===== src/rtl/mips_pkg.sv =====
// Shared MIPS datapath definitions: shift op encodings and the shift sequencer FSM states.
package mips_pkg;

    localparam logic [1:0] OP_SLL  = 2'b00;
    localparam logic [1:0] OP_SRL  = 2'b01;
    localparam logic [1:0] OP_SRA  = 2'b10;
    localparam logic [1:0] OP_LSL2 = 2'b11;

    typedef enum logic [1:0] {
        IDLE  = 2'b00,
        SHIFT = 2'b01,
        DONE  = 2'b10
    } state_t;

endpackage


===== src/rtl/shift_step.sv =====
// One reusable shift stage: shifts data by 1 or by 4 in either direction with zero or sign fill.
module shift_step #(
    parameter int WIDTH = 32
) (
    input  logic [WIDTH-1:0] data,
    input  logic             dir,    // 0 = left, 1 = right
    input  logic             arith,  // right shifts replicate the MSB
    input  logic             by4,
    output logic [WIDTH-1:0] data_out
);

    logic fill;

    always_comb begin
        fill = arith & data[WIDTH-1];
        data_out = data;
        case ({dir, by4})
            2'b00: data_out = {data[WIDTH-2:0], 1'b0};
            2'b01: data_out = {data[WIDTH-5:0], 4'b0000};
            2'b10: data_out = {fill, data[WIDTH-1:1]};
            2'b11: data_out = {{4{fill}}, data[WIDTH-1:4]};
            default: data_out = data;
        endcase
    end

endmodule


===== src/rtl/shift_sequencer.sv =====
// Multi-cycle shifter: accepts one request, walks it through a shared by-1/by-4 stage, then holds the result.
module shift_sequencer
    import mips_pkg::*;
#(
    parameter int WIDTH   = 32,
    parameter int SHAMT_W = 5
) (
    input  logic               clk,
    input  logic               rst_n,
    input  logic               start_valid,
    output logic               start_ready,
    input  logic [1:0]         op,
    input  logic [SHAMT_W-1:0] shamt,
    input  logic [WIDTH-1:0]   operand,
    output logic [WIDTH-1:0]   result,
    output logic               result_valid,
    input  logic               result_ready,
    output logic               busy,
    output state_t             dbg_state
);

    // Handshakes: a transfer happens on a rising edge where valid and ready are both high;
    // start_ready and result_valid are decoded from the state register only.

    localparam logic [SHAMT_W-1:0] REM_ONE  = SHAMT_W'(1);
    localparam logic [SHAMT_W-1:0] REM_TWO  = SHAMT_W'(2);
    localparam logic [SHAMT_W-1:0] REM_FOUR = SHAMT_W'(4);

    state_t             state_q, state_d;
    logic [SHAMT_W-1:0] rem_q, rem_d;
    logic [WIDTH-1:0]   work_q, work_d;
    logic [1:0]         op_q, op_d;

    logic             step_dir;
    logic             step_arith;
    logic             step_by4;
    logic [WIDTH-1:0] step_out;

    assign step_dir   = (op_q == OP_SRL) || (op_q == OP_SRA);
    assign step_arith = (op_q == OP_SRA);
    assign step_by4   = (rem_q >= REM_FOUR);

    shift_step #(.WIDTH(WIDTH)) u_step (
        .data     (work_q),
        .dir      (step_dir),
        .arith    (step_arith),
        .by4      (step_by4),
        .data_out (step_out)
    );

    always_comb begin
        state_d = state_q;
        rem_d   = rem_q;
        work_d  = work_q;
        op_d    = op_q;
        case (state_q)
            IDLE: begin
                if (start_valid) begin
                    work_d  = operand;
                    // LSL2 is just SLL by a fixed amount once latched
                    op_d    = (op == OP_LSL2) ? OP_SLL : op;
                    rem_d   = (op == OP_LSL2) ? REM_TWO : shamt;
                    state_d = SHIFT;
                end
            end
            SHIFT: begin
                if (rem_q == '0) begin
                    state_d = DONE;
                end else begin
                    work_d = step_out;
                    rem_d  = rem_q - (step_by4 ? REM_FOUR : REM_ONE);
                end
            end
            DONE: begin
                if (result_ready) begin
                    state_d = IDLE;
                end
            end
            default: state_d = IDLE;
        endcase
    end

    always_ff @(posedge clk) begin
        if (!rst_n) begin
            state_q <= IDLE;
            rem_q   <= '0;
            work_q  <= '0;
            op_q    <= OP_SLL;
        end else begin
            state_q <= state_d;
            rem_q   <= rem_d;
            work_q  <= work_d;
            op_q    <= op_d;
        end
    end

    assign start_ready  = (state_q == IDLE);
    assign result_valid = (state_q == DONE);
    assign busy         = (state_q != IDLE);
    assign result       = work_q;
    assign dbg_state    = state_q;

endmodule


===== config.mk =====
export PLATFORM = sky130hd
export DESIGN_NAME = shift_sequencer
export DESIGN_NICKNAME = d
export VERILOG_FILES = /design/src/rtl/mips_pkg.sv /design/src/rtl/shift_step.sv /design/src/rtl/shift_sequencer.sv
export SDC_FILE = /design/constraint.sdc
export NUM_CORES = 1
export LEC_CHECK = 0
export ABC_AREA = 1
export BUFFER_PORTS_ARGS = -buffer_cell sky130_fd_sc_hd__buf_2
export CORE_UTILIZATION = 40
export DETAILED_ROUTE_END_ITERATION = 8
export GPL_TIMING_DRIVEN = 0
export PLACE_DENSITY = 0.65
export SKIP_CTS_REPAIR_TIMING = 1
export SLEW_MARGIN = 20
export SYNTH_ARGS = -nofsm -noshare
export SYNTH_HDL_FRONTEND = slang
export SYNTH_SLANG_ARGS = --single-unit

===== constraint.sdc =====
create_clock -name clk -period 1.9 [get_ports clk]
set_input_delay 0.19 -clock clk [delete_from_list [all_inputs] [get_ports clk]]
set_output_delay 0.19 -clock clk [all_outputs]
set_load 0.05 [all_outputs]

---- Yosys cells after proc, flatten, opt, wreduce, memory -nomap -nowiden ----
Index checks and enable logic that the tools add are counted.
word-level totals
  bits in registers ....................... 41
  word-level logic and storage cells ...... 42
operators by class
  magnitude comparators ................... 1
  bitwise operators ....................... 1
  reductions and logical operators ........ 9
  $add $sub $neg .......................... 1
  multiplexer cells ....................... 14
  equal/unequal tests ..................... 12
operators with widths
  operator                                                                  count
  32-bit case mux with 4 select lines                                       1
  32-bit 2-to-1 mux                                                         2
  32-bit case mux with 2 select lines                                       1
  5-bit 2-to-1 mux                                                          3
  2-bit == test (second input constant)                                     5
  5-bit case mux with 2 select lines                                        1
  2-bit 2-to-1 mux                                                          4
  2-bit by 1-bit == test with 1-bit output (second input constant)          3
  2-bit inequality test (second input constant)                             3
  2-bit case mux with 3 select lines                                        1
  3-bit AND reduction                                                       2
  5-bit by 3-bit >= comparator with 1-bit output (second input constant)    1
  5-bit logical NOT                                                         1
  5-bit by 3-bit subtractor with 5-bit output                               1
  2-bit logical NOT                                                         2
  2-bit nonzero test                                                        2
  3-bit 2-to-1 mux                                                          1
  2-bit by 1-bit inequality test with 1-bit output (second input constant)  1
  2-bit AND reduction                                                       1
  1-bit AND                                                                 1
  1-bit logical OR                                                          1

---- Longest topological paths before layout ----
Gate-level depths: netlist of the first run.
  depth in word-level cells ............... 6
  mapped depth ............................ 14
  depth with buffers taken out ............ 13

---- Hierarchy ----
From an unflattened synthesis of the first run, not the netlist that was laid out.
second synthesis, totals
  cell total of the unflattened synthesis .. 511
  area, all modules ....................... 3045.4 um^2
by module, submodules not included
  module           instances  cells an instance  area each (um^2)  seq. area each (um^2)
  shift_sequencer  1          328                2053.2            820.8
  shift_step       1          183                992.2             0.0

---- Worst setup path after synthesis of the first run ----
OpenSTA, ideal clock, no wires.
  path kind ............................... reg-to-reg
  start point ............................. register state_q[0] (netlist: dbg_state[0])
  end point ............................... register work_q[25] (netlist: result[25])
  clock period less this slack ............ 1.937 ns
  arrival ................................. 1.816 ns
  cell stages (with the launch flop) ...... 6
  path buffers ............................ 1
  required time ........................... 1.779 ns
  setup slack ............................. -0.037 ns
  path through ............................ dfxtp_1 nor2_2 nand2_1 buf_1 a21boi_0 a21oi_2
on the way
  cells in the longest elaborated chain, start to end .. 3
  elaborated cells between the ends (all ways) .. 7
  classes of those cells .................. eq/ne (3); mux (1); reduce/logical (3)
RTL lines
  element                                                                              RTL line               RTL
  from (decl)                                                                          shift_sequencer.sv:29  state_t state_q, state_d;
  from (signal assigned)                                                               shift_sequencer.sv:90  state_q <= state_d;
  2-bit logical NOT (*)                                                                -
  named net start_ready                                                                shift_sequencer.sv:11  output logic start_ready,
  2-bit inequality test (no source line) / 2-bit nonzero test (equally long branches)  -
  3-bit AND reduction (no source line)                                                 -
  to (signal assigned)                                                                 shift_sequencer.sv:92  work_q <= work_d;
  to (decl)                                                                            shift_sequencer.sv:31  logic [WIDTH-1:0] work_q, work_d;
The timed path passes the listed nets; every way through them passes the cells marked *.
A chain may end at the register's enable or synchronous reset.

---- Worst setup path after layout of the first run ----
  start point ............................. register rem_q[3]
  end point ............................... register rem_q[4]
on the way
  cells in the longest elaborated chain, start to end .. 5
  elaborated cells between the ends (all ways) .. 8
  classes of those cells .................. add/sub (1); order compare (1); eq/ne (1); mux (3); reduce/logical (2)
RTL lines
  element                                         RTL line               RTL
  from (decl)                                     shift_sequencer.sv:30  logic [SHAMT_W-1:0] rem_q, rem_d;
  from (signal assigned)                          shift_sequencer.sv:91  rem_q <= rem_d;
  5-bit by 3-bit >= comparator with 1-bit output  shift_sequencer.sv:41  assign step_by4 = (rem_q >= REM_FOUR);
  3-bit 2-to-1 mux                                shift_sequencer.sv:71  rem_d = rem_q - (step_by4 ? REM_FOUR : REM_ONE);
  5-bit by 3-bit subtractor with 5-bit output     shift_sequencer.sv:71
  5-bit 2-to-1 mux                                shift_sequencer.sv:67  if (rem_q == '0) begin
  5-bit case mux with 2 select lines              shift_sequencer.sv:56  case (state_q)
Several ways; a longest one is shown, not always the timed one. The select of a mux whose other input is x is not followed.

==> flow_summary.ini, run 1 <==
[run_status]
status = complete, no violations

[global_route]
overflow = 0
grt_pass1_wl_um = 19400
grt_max_degree = 13
grt_usage_pct = 27.8
grt_pass1_vias = 3768
antenna_found_initial = 0

[power]
clockPowerShare_pct = 11.3
power_density_mw_per_mm2 = 1250
comb_power_share_pct = 63.1
seqPwrFrac_pct = 25.6
total_leakage_power_nw = 2.25
switching_share_pct = 55.5
ir_drop_mv = 0.571
p_switching_mw = 2.91
p_int_mw = 2.33

[clock_network]
h-tree-depth = 2
clockRootBuffer = clkbuf_8
cts_buffer_depth = 2
cts_tree = built
insertion_delay_ns = 0.30
cts_made_buffers = 5
clk_pin_slew_ns = 0.08
clock-sinks = 41

[synthesis]
synth-async-reset-ratio_pct = 0
synth_fa_ha_area_share_pct = 1.41
yosys_most_used_dff = dfxtp_1
ys_ff_latch = 41
synthSimpleGateAreaFrac_pct = 41.6
synthCells = 591
synth_xor_area_share_pct = 0
ys_warn_count = 0
seq_area_frac_synth_pct = 23.1
synth.distinct_cells = 33
synth_compound_area_share_pct = 18.3
syn_area_per_cell_um2 = 6.00
syn_area_mm2 = 0.00355
synth-edff-count = 0
synthMuxAreaShare_pct = 0
synth_nets = 638
synth_top_family_by_area = simple AND/OR/NAND/NOR gates

[worst_setup_path]
endpoint_kind = register
cp_data_required_time_ns = 2.13
cp_max_fo = 11
critPathLaunchType = register
r2r_cells = 14
crit_type = register to register
cp.arrival_ns = 2.12

[cells_and_area]
final_core_util_pct = 50.1
drive_above_1_share_pct = 23.2
nets = 726
area_growth_pct = 18.4
antenna_cells = 0

[floorplanning]
coreArea_mm2 = 0.00838
die_y_um = 96.2
fp-row-count = 33
num_io_pins = 80
initial_core_util_pct = 42.3
die-area_mm2 = 0.00925
chipWidth_um = 96.2

[route]
via_count = 4278
drtAntennaViolNets = 0
drc = 0
firstDrtPassIters = 6
viasPerCell = 5.45
wl_per_cell_um = 15.8
wirelength_um = 12400
initialDrtViolationCount = 476

[timing]
tns_ns = 0
rsz0062_at_grt = true
clock_skew_ns = 0.00944
relSlewSlack_pct = 55.0
worst_pin_slew_ns = 0.676
setup_violations = 0
fin_crit_sh_pct = 99.0
hold_viol = 0
fmax_mhz = 531
slew_viol_final = 0
fin_crit_ns = 1.88

[placement]
dp.final_hpwl_um = 8980
portBuffers = 78
gp_congestion = 0.940

[min_path]
hold_path.class = primary input to register
worstHoldPathCells = 4

[job]
drv_cap = 0
cells in the mapped netlist (2+ instances only):
| cell | n | area (um2) |
|---|---|---|
| a21boi_0 | 15 | 113 |
| a21oi_1 | 13 | 65.1 |
| a21oi_2 | 21 | 184 |
| buf_1 | 4 | 15.0 |
| buf_2 | 12 | 60.1 |
| buf_4 | 5 | 37.5 |
| buf_6 | 6 | 67.6 |
| clkbuf_1 | 12 | 45.0 |
| clkbuf_2 | 2 | 10.0 |
| dfxtp_1 | 41 | 821 |
| ha_1 | 4 | 50.1 |
| inv_1 | 79 | 297 |
| inv_2 | 6 | 22.5 |
| nand2_1 | 139 | 522 |
| nand2_2 | 3 | 18.8 |
| nand3_1 | 99 | 495 |
| nand3b_1 | 19 | 143 |
| nand4_1 | 4 | 25.0 |
| nor2_1 | 46 | 173 |
| o21ai_0 | 46 | 230 |
| o21ai_1 | 3 | 15.0 |
worst max-delay path: stages (launching register included):
cell     delay (ns)
dfxtp_2        0.37
nor2_8         0.18
nand2_4        0.09
inv_4          0.10
buf_6          0.15
ha_2           0.19
ha_1           0.15
inv_1          0.05
nand2_1        0.09
nand3_1        0.07
nand2_1        0.07
nand3_1        0.08
nand2_1        0.07
nor2_1         0.04
nor2_1         0.10
worst paths after layout:
path / startpoint / to / slack [ns]
setup / recovery: rem_q[3] / rem_q[4] / 0.02
hold / removal: result_ready / dbg_state[1] / 0.18
setup reg to reg: rem_q[3] / rem_q[4] / 0.02
hold reg to reg: op_q[0] / op_q[0] / 0.48
logic make-up after synthesis:
family | after synthesis
adders and majority gates | 4
AOI/OAI and AO/OA | 102
and+or+nand+nor | 318
DFF | 41
buffers and inverters | 126
flip-flops by register name, indices dropped and copies added (netlist names):
name,cells
result,32
op_q,2
dbg_state,2
rem_q,5
layer usage:
metal / wire [um] / vias to the layer above / share of wire [%] / track usage [%]
met5: 0 / - / 0 / 0
met4: 431 / 0 / 3.5 / 10.6
met3: 892 / 35 / 7.2 / 3.24
met2: 5670 / 224 / 46 / 45.2
met1: 5400 / 1943 / 44 / 37.3
li1: - / 2076 / - / -
through the flow:
step / power (mW) / worst slack [ns] / area (um2) / std cells / hold WS [ns]
floorplan: 3.69 / 0.146 / 3550 / 591 / 0.387
global placement: 4.48 / 0.00936 / 4070 / 774 / 0.463
detailed placement: 4.54 / -0.108 / 4070 / 774 / 0.468
CTS: 5.13 / -0.138 / 4160 / 782 / 0.180
global route: 5.60 / -0.121 / 4200 / 785 / 0.207
finish: 5.23 / 0.0185 / 4200 / 785 / 0.182
final cells by class:
class | count | area (um2)
clock buffer | 6 | 72.6
buffer | 41 | 245
timing repair buffer | 81 | 413
clock inverter | 2 | 10.0
fill | 923 | 4180
tap | 105 | 131
inverter | 85 | 324
multi-input combinational | 424 | 2180
sequential | 41 | 825
cells in the final DEF (no fill, tap or decap), types with 3 or more instances in the layout:
cell,netlist,routed
nand2_1,139,139
nand3_1,99,99
buf_2,12,89
inv_1,79,79
nor2_1,46,46
o21ai_0,46,46
dfxtp_1,41,38
a21oi_2,21,21
nand3b_1,19,19
a21boi_0,15,15
a21oi_1,13,13
clkbuf_1,12,12
buf_6,6,7
buf_4,5,7
clkbuf_2,2,5
clkbuf_8,0,5
inv_2,6,4
nand4_1,4,4
nand2_2,3,3
o21ai_1,3,3
ha_1,4,3
dfxtp_2,0,3
power by group through the flow:
| stage | logic [mW] | clock network, mW | registers (mW) |
|---|---|---|---|
| 3_3_place_gp | 3.14 | 0 | 1.34 |
| 3_5_place_dp | 3.19 | 0 | 1.35 |
| 2_1_floorplan | 1.92 | 0 | 1.77 |
| 5_1_grt | 3.60 | 0.640 | 1.36 |
| 6_report | 3.30 | 0.593 | 1.34 |
| 4_1_cts | 3.20 | 0.602 | 1.32 |
No activity file was read; power rests on OpenSTA's default activity.
==> run 2, diff against run 1 <==
Settings changed: ABC_AREA 1 to default, CAP_MARGIN from default to 5, PLACE_DENSITY 0.65 to 0.67, REMOVE_ABC_BUFFERS from default to 1.
==> run 2 against run 1 <==
- the run now ends with setup timing left
- setup slack got worse by 0.020 ns
- die area fell by 21%
- non-clock buffer count fell by 30
- first-iteration DRC count fell by 19%
- sequential share of layout area rose by 4.0 points
- final cell count fell by 38%
- global-route usage fell by 5.7 points
- hold slack got worse by 0.020 ns
- via count fell by 26%
- fmax fell by 1.0%
- largest cell class unchanged
==> flow_summary.ini, run 2 <==
[placement]
place_inst = 463
place_ws_ns = -0.938
gp_congestion = 0.831
dp.final_hpwl_um = 5380
portBuffers = 79
place_area_mm2 = 0.00312

[global_route]
antenna_found_initial = 0
grt_usage_pct = 22.1
grt_pass1_vias = 2606
globalRouteMet1Util_pct = 29.9
grt_use_met2_pct = 37.0
overflow = 0
grt_use_met3_pct = 2.69
grt_max_degree = 43
top_usage_layer = met2
grt_pass1_wl_um = 12900

[route]
wirelength_um = 9350
initialDrtViolationCount = 384
firstDrtPassIters = 7
viasPerCell = 6.47
via_count = 3163
drtAntennaViolNets = 0
drc = 0
wl_per_cell_um = 19.1

[synthesis]
synth-async-reset-ratio_pct = 0
synth.area.top_cells = dfxtp_1 (29%), nand2_1 (6.4%), o21ai_0 (6.1%), mux4_1 (5.6%), a21oi_1 (5.2%)
seq_area_frac_synth_pct = 29.4
synth-edff-count = 0
ys_warn_count = 0
synth_most_common_cell = nand2_1
syn_area_per_cell_um2 = 8.39
syn_area_mm2 = 0.00279
yosys_most_used_dff = dfxtp_1
synth_top_area_cell = dfxtp_1
netlist.area_leader.share_pct = 29.4
synthCells = 333
ys_ff_latch = 41
synth.distinct_cells = 60
synth_commonest_cells = nand2_1 (48), dfxtp_1 (41), o21ai_0 (34), a21oi_1 (29), nor2_1 (23)

[timing]
worst_pin_slew_ns = 0.516
fmax_mhz = 526
fin_crit_sh_pct = 100
tns_ns = -0.00152
fin_crit_ns = 1.90
hold_viol = 0
clock_skew_ns = 0.00522
rsz0062_at_grt = true
relSlewSlack_pct = 65.6
setup_violations = 2
fin_hold_ws_ns = 0.162
setup_ws_ns = -0.00119
slew_viol_final = 0

[cells_and_area]
multi_input_area_mm2 = 0.00191
final_core_util_pct = 51.9
largest_reg_flops = 32
mostFrequentLayoutCell = buf_2
antenna_cells = 0
final_cell_mix = buf_2 (78), nand2_1 (48), dfxtp_1 (37)
nFillCells = 656
area_growth_pct = 25.6
nets = 455
drive_above_1_share_pct = 35.7
fin_cells = 489
final-seq-area_um2 = 831
final_area_mm2 = 0.00351

[clock_network]
cts_tree = built
clockRootBuffer = clkbuf_8
cts_made_buffers = 5
h-tree-depth = 2
insertion_delay_ns = 0.30
clock-sinks = 41
cts_buffer_depth = 2
clk_pin_slew_ns = 0.08

[worst_setup_path]
cp_data_required_time_ns = 2.10
cp.arrival_ns = 2.10
endpoint_kind = register
cp_max_fo = 5
slowest_stage = or3_4
cp_cell_sequence = or3_4 > clkinv_16 > ha_4 > a2111oi_4 > a21oi_1 > o32ai_1
critPathMaxStageDelay_ns = 0.47
critPathLaunchType = register
crit_type = register to register

[floorplanning]
chipWidth_um = 85.6
fp-row-count = 30
initial_core_util_pct = 41.4
coreArea_mm2 = 0.00676
num_io_pins = 80
die_y_um = 85.6
die-area_mm2 = 0.00732

[power]
ir_drop_mv = 0.531
total_leakage_power_nw = 1.43
power_density_mw_per_mm2 = 1680
p_total_mw = 5.89

[min_path]
hold_path.class = primary input to register

[run_status]
violations = setup timing
status = finished with violations

[job]
drv_cap = 0
run 2: cell types whose count changed in the layout (fill, tap and decap cells not counted), sizes merged, moves of 15 or more:
cell    previous run  this run
buf              105        90
a31oi              0        17
nor2              48        23
nand3            101         6
inv               85        10
nand2            143        49
nand3b            19         2
a21boi            15         0
run 2: logic make-up (layout without fill, tap and decap cells):
kind of cell	count (synthesis)	after routing	share of synthesized area (%)
compound gates	128	130	30.7
flops	41	41	29.4
mux	20	20	13.2
fa+ha+maj	4	4	1.79
simple gates	100	102	16.3
xor+xnor	1	1	0.314
buf+inv	39	111	8.37
run 2: per-layer routing:
| layer | up-vias | part of all wire [%] |
|---|---|---|
| met5 | - | 0 |
| met4 | 0 | 2.8 |
| met3 | 29 | 8.1 |
| met2 | 203 | 47 |
| met1 | 1505 | 42 |
| li1 | 1426 | - |
run 2: critical path, delay by kind of cell (launching register included):
| family | cells | cell delay [ns] |
|---|---|---|
| buffers and inverters | 1 | 0.09 |
| adders and majority gates | 1 | 0.21 |
| and+or+nand+nor | 1 | 0.47 |
| DFF | 1 | 0.38 |
| AOI/OAI and AO/OA | 3 | 0.66 |
run 2: power breakdown:
group | switching (mW) | internal (mW) | leakage (nW) | total, mW
registers | 0.422 | 1.13 | 0.342 | 1.56
logic | 2.39 | 1.37 | 1.05 | 3.76
clock network | 0.314 | 0.262 | 0.0395 | 0.576
run 2: area by class of cell:
| cell class | instances | area share (%) |
|---|---|---|
| clock buffer | 8 | 2.28 |
| inverter | 9 | 1.71 |
| multi-input combinational | 257 | 54.3 |
| sequential | 41 | 23.7 |
| tap | 80 | 2.85 |
| timing repair buffer | 92 | 14.5 |
| timing repair inverter | 2 | 0.642 |
run 2: worst paths after layout:
| check | start | end | slack, ns | cells after the start |
|---|---|---|---|---|
| worst max-delay path | rem_q[2] | rem_q[3] | -0.001 | 6 |
| worst min-delay path | operand[0] | result[0] | 0.16 | 3 |
| worst max register to register | rem_q[2] | rem_q[3] | -0.001 | 6 |
| worst min register to register | result[30] | result[30] | 0.54 | 2 |
==> run 3, diff against run 2 <==
Settings changed: CTS_BUF_LIST from default to sky130_fd_sc_hd__clkbuf_16, PLACE_DENSITY 0.67 to default, SETUP_SLACK_MARGIN from default to 0.4.
==> run 3 against run 2 <==
- core utilization is 6.4 points higher
- combinational power up 15%
- the run still ends with setup timing left
- setup slack got worse by 0.0067 ns
- flip-flop and latch count stayed put
==> flow_summary.ini, run 3 (synthesis results as in run 2) <==
[timing]
fmax_mhz = 524
setup_ws_ns = -0.00786
fin_crit_ns = 1.91
setup_violations = 1
slew_viol_final = 0
hold_viol = 0
tns_ns = -0.00786
rsz0062_at_grt = true
worst_pin_slew_ns = 0.764
relSlewSlack_pct = 49.0
clock_skew_ns = 0.00977
fin_crit_sh_pct = 100

[route]
viasPerCell = 6.22
via_count = 3191
wirelength_um = 10600
drc = 0
initialDrtViolationCount = 373
wl_per_cell_um = 20.7
firstDrtPassIters = 5
drtAntennaViolNets = 0

[floorplanning]
initial_core_util_pct = 41.4
fp-row-count = 30
chipWidth_um = 85.6
coreArea_mm2 = 0.00676
num_io_pins = 80
die-area_mm2 = 0.00732
die_y_um = 85.6

[worst_setup_path]
endpoint_kind = register
cp_cell_sequence = or3_4 > clkinv_16 > buf_4 > mux4_1 > nand2_1 > a21oi_1
reg2reg_to = result[8]
cp.arrival_ns = 2.08
critPathMaxStageDelay_ns = 0.55
cp_max_fo = 6
critPathLaunchType = register
cp_top_family = simple AND/OR/NAND/NOR gates
rrSetupSlack_ns = -0.008
worstReg2RegStart = rem_q[3]
crit_type = register to register
r2r_cells = 6
slowest_stage = mux4_1
critPathBufInv = 2
cp_data_required_time_ns = 2.07

[clock_network]
clock-sinks = 41
clk_pin_slew_ns = 0.06
cts_tree = built
insertion_delay_ns = 0.29
clockRootBuffer = clkbuf_16
h-tree-depth = 2
cts_made_buffers = 5
cts_buffer_depth = 2

[placement]
portBuffers = 79
gp_congestion = 0.784
dp.final_hpwl_um = 5450

[cells_and_area]
area_growth_pct = 41.1
final_core_util_pct = 58.3
mostFrequentLayoutCell = buf_2
nets = 479
antenna_cells = 0
largest_reg_flops = 32
drive_above_1_share_pct = 41.6
final_cell_mix = buf_2 (78), nand2_1 (48), dfxtp_1 (37)

[run_status]
status = finished with violations
violations = setup timing

[min_path]
hold_path.class = primary input to register
hp-start = operand[4]
whs_endpoint = result[4]
worstHoldPathCells = 3

[global_route]
overflow = 0
grt_use_met2_pct = 34.0
top_usage_layer = met2
grt_max_degree = 43
globalRouteMet1Util_pct = 32.7
antenna_found_initial = 0
grt_usage_pct = 22.2
grt_pass1_vias = 2488
grt_use_met3_pct = 3.66
grt_pass1_wl_um = 13000

[power]
power_density_mw_per_mm2 = 1700
ir_drop_mv = 0.791
total_leakage_power_nw = 1.62

[job]
drv_cap = 0
run 3: cell types whose count changed in the layout (fill, tap and decap cells not counted), moves of 3 or more:
| cell | previous run | this run |
|---|---|---|
| clkbuf_16 | 0 | 6 |
| buf_12 | 0 | 3 |
| o221ai_2 | 0 | 3 |
| clkbuf_8 | 6 | 0 |
| o21ai_1 | 5 | 11 |
| clkbuf_1 | 3 | 0 |
| o21ai_0 | 33 | 25 |
| o221ai_1 | 3 | 0 |
| a31o_4 | 1 | 5 |
| buf_4 | 10 | 27 |
run 3: worst max-delay path by stage:
stage,startpoint,end,slack [ns],depth (start not counted)
5_1_grt,rem_q[3],rem_q[3],-0.09,6
6_report,rem_q[3],result[8],-0.008,6
3_3_place_gp,rem_q[3],result[5],-1.95,5
4_1_cts,rem_q[3],result[5],-0.95,5
2_1_floorplan,rem_q[3],result[5],-0.97,5
3_5_place_dp,rem_q[3],result[5],-0.94,5
run 3: layout make-up:
type	instances	area, um2
clock buffers	5	125
clock inverters	3	13.8
fillers	620	2820
inverters	9	63.8
multi-input cells	260	2040
flip-flops and latches	41	836
well taps	80	100
repair buffers	113	731
repair inverters	2	27.5
run 3: worst reg2reg max path: stages (launching register included):
cell and delay (ns):
dfxtp_4 0.36, or3_4 0.49, clkinv_16 0.09, buf_4 0.16, mux4_1 0.55, nand2_1 0.09
a21oi_1 0.06
run 3: power by group:
part           switching (mW)  internal (mW)
logic                    2.61           1.70
registers               0.430           1.14
clock network           0.366          0.478
total                    3.41           3.31
run 3: metal layers:
metal,share of wire [%],routed length [um]
met5,0,0
met4,1.8,189
met3,7.5,797
met2,47,4950
met1,44,4680
run 3: stage by stage:
| stage | setup slack [ns] | area, um2 | cells | power [mW] | hold WS, ns |
|---|---|---|---|---|---|
| after floorplan | -0.966 | 2600 | 303 | 3.82 | 0.326 |
| after global placement | -1.95 | 3090 | 462 | 4.56 | 0.468 |
| after detailed placement | -0.937 | 3120 | 463 | 4.62 | 0.472 |
| after CTS | -0.947 | 3260 | 471 | 5.45 | 0.180 |
| after global routing | -0.0921 | 3940 | 513 | 7.02 | 0.201 |
| final | -0.00786 | 3940 | 513 | 6.72 | 0.185 |
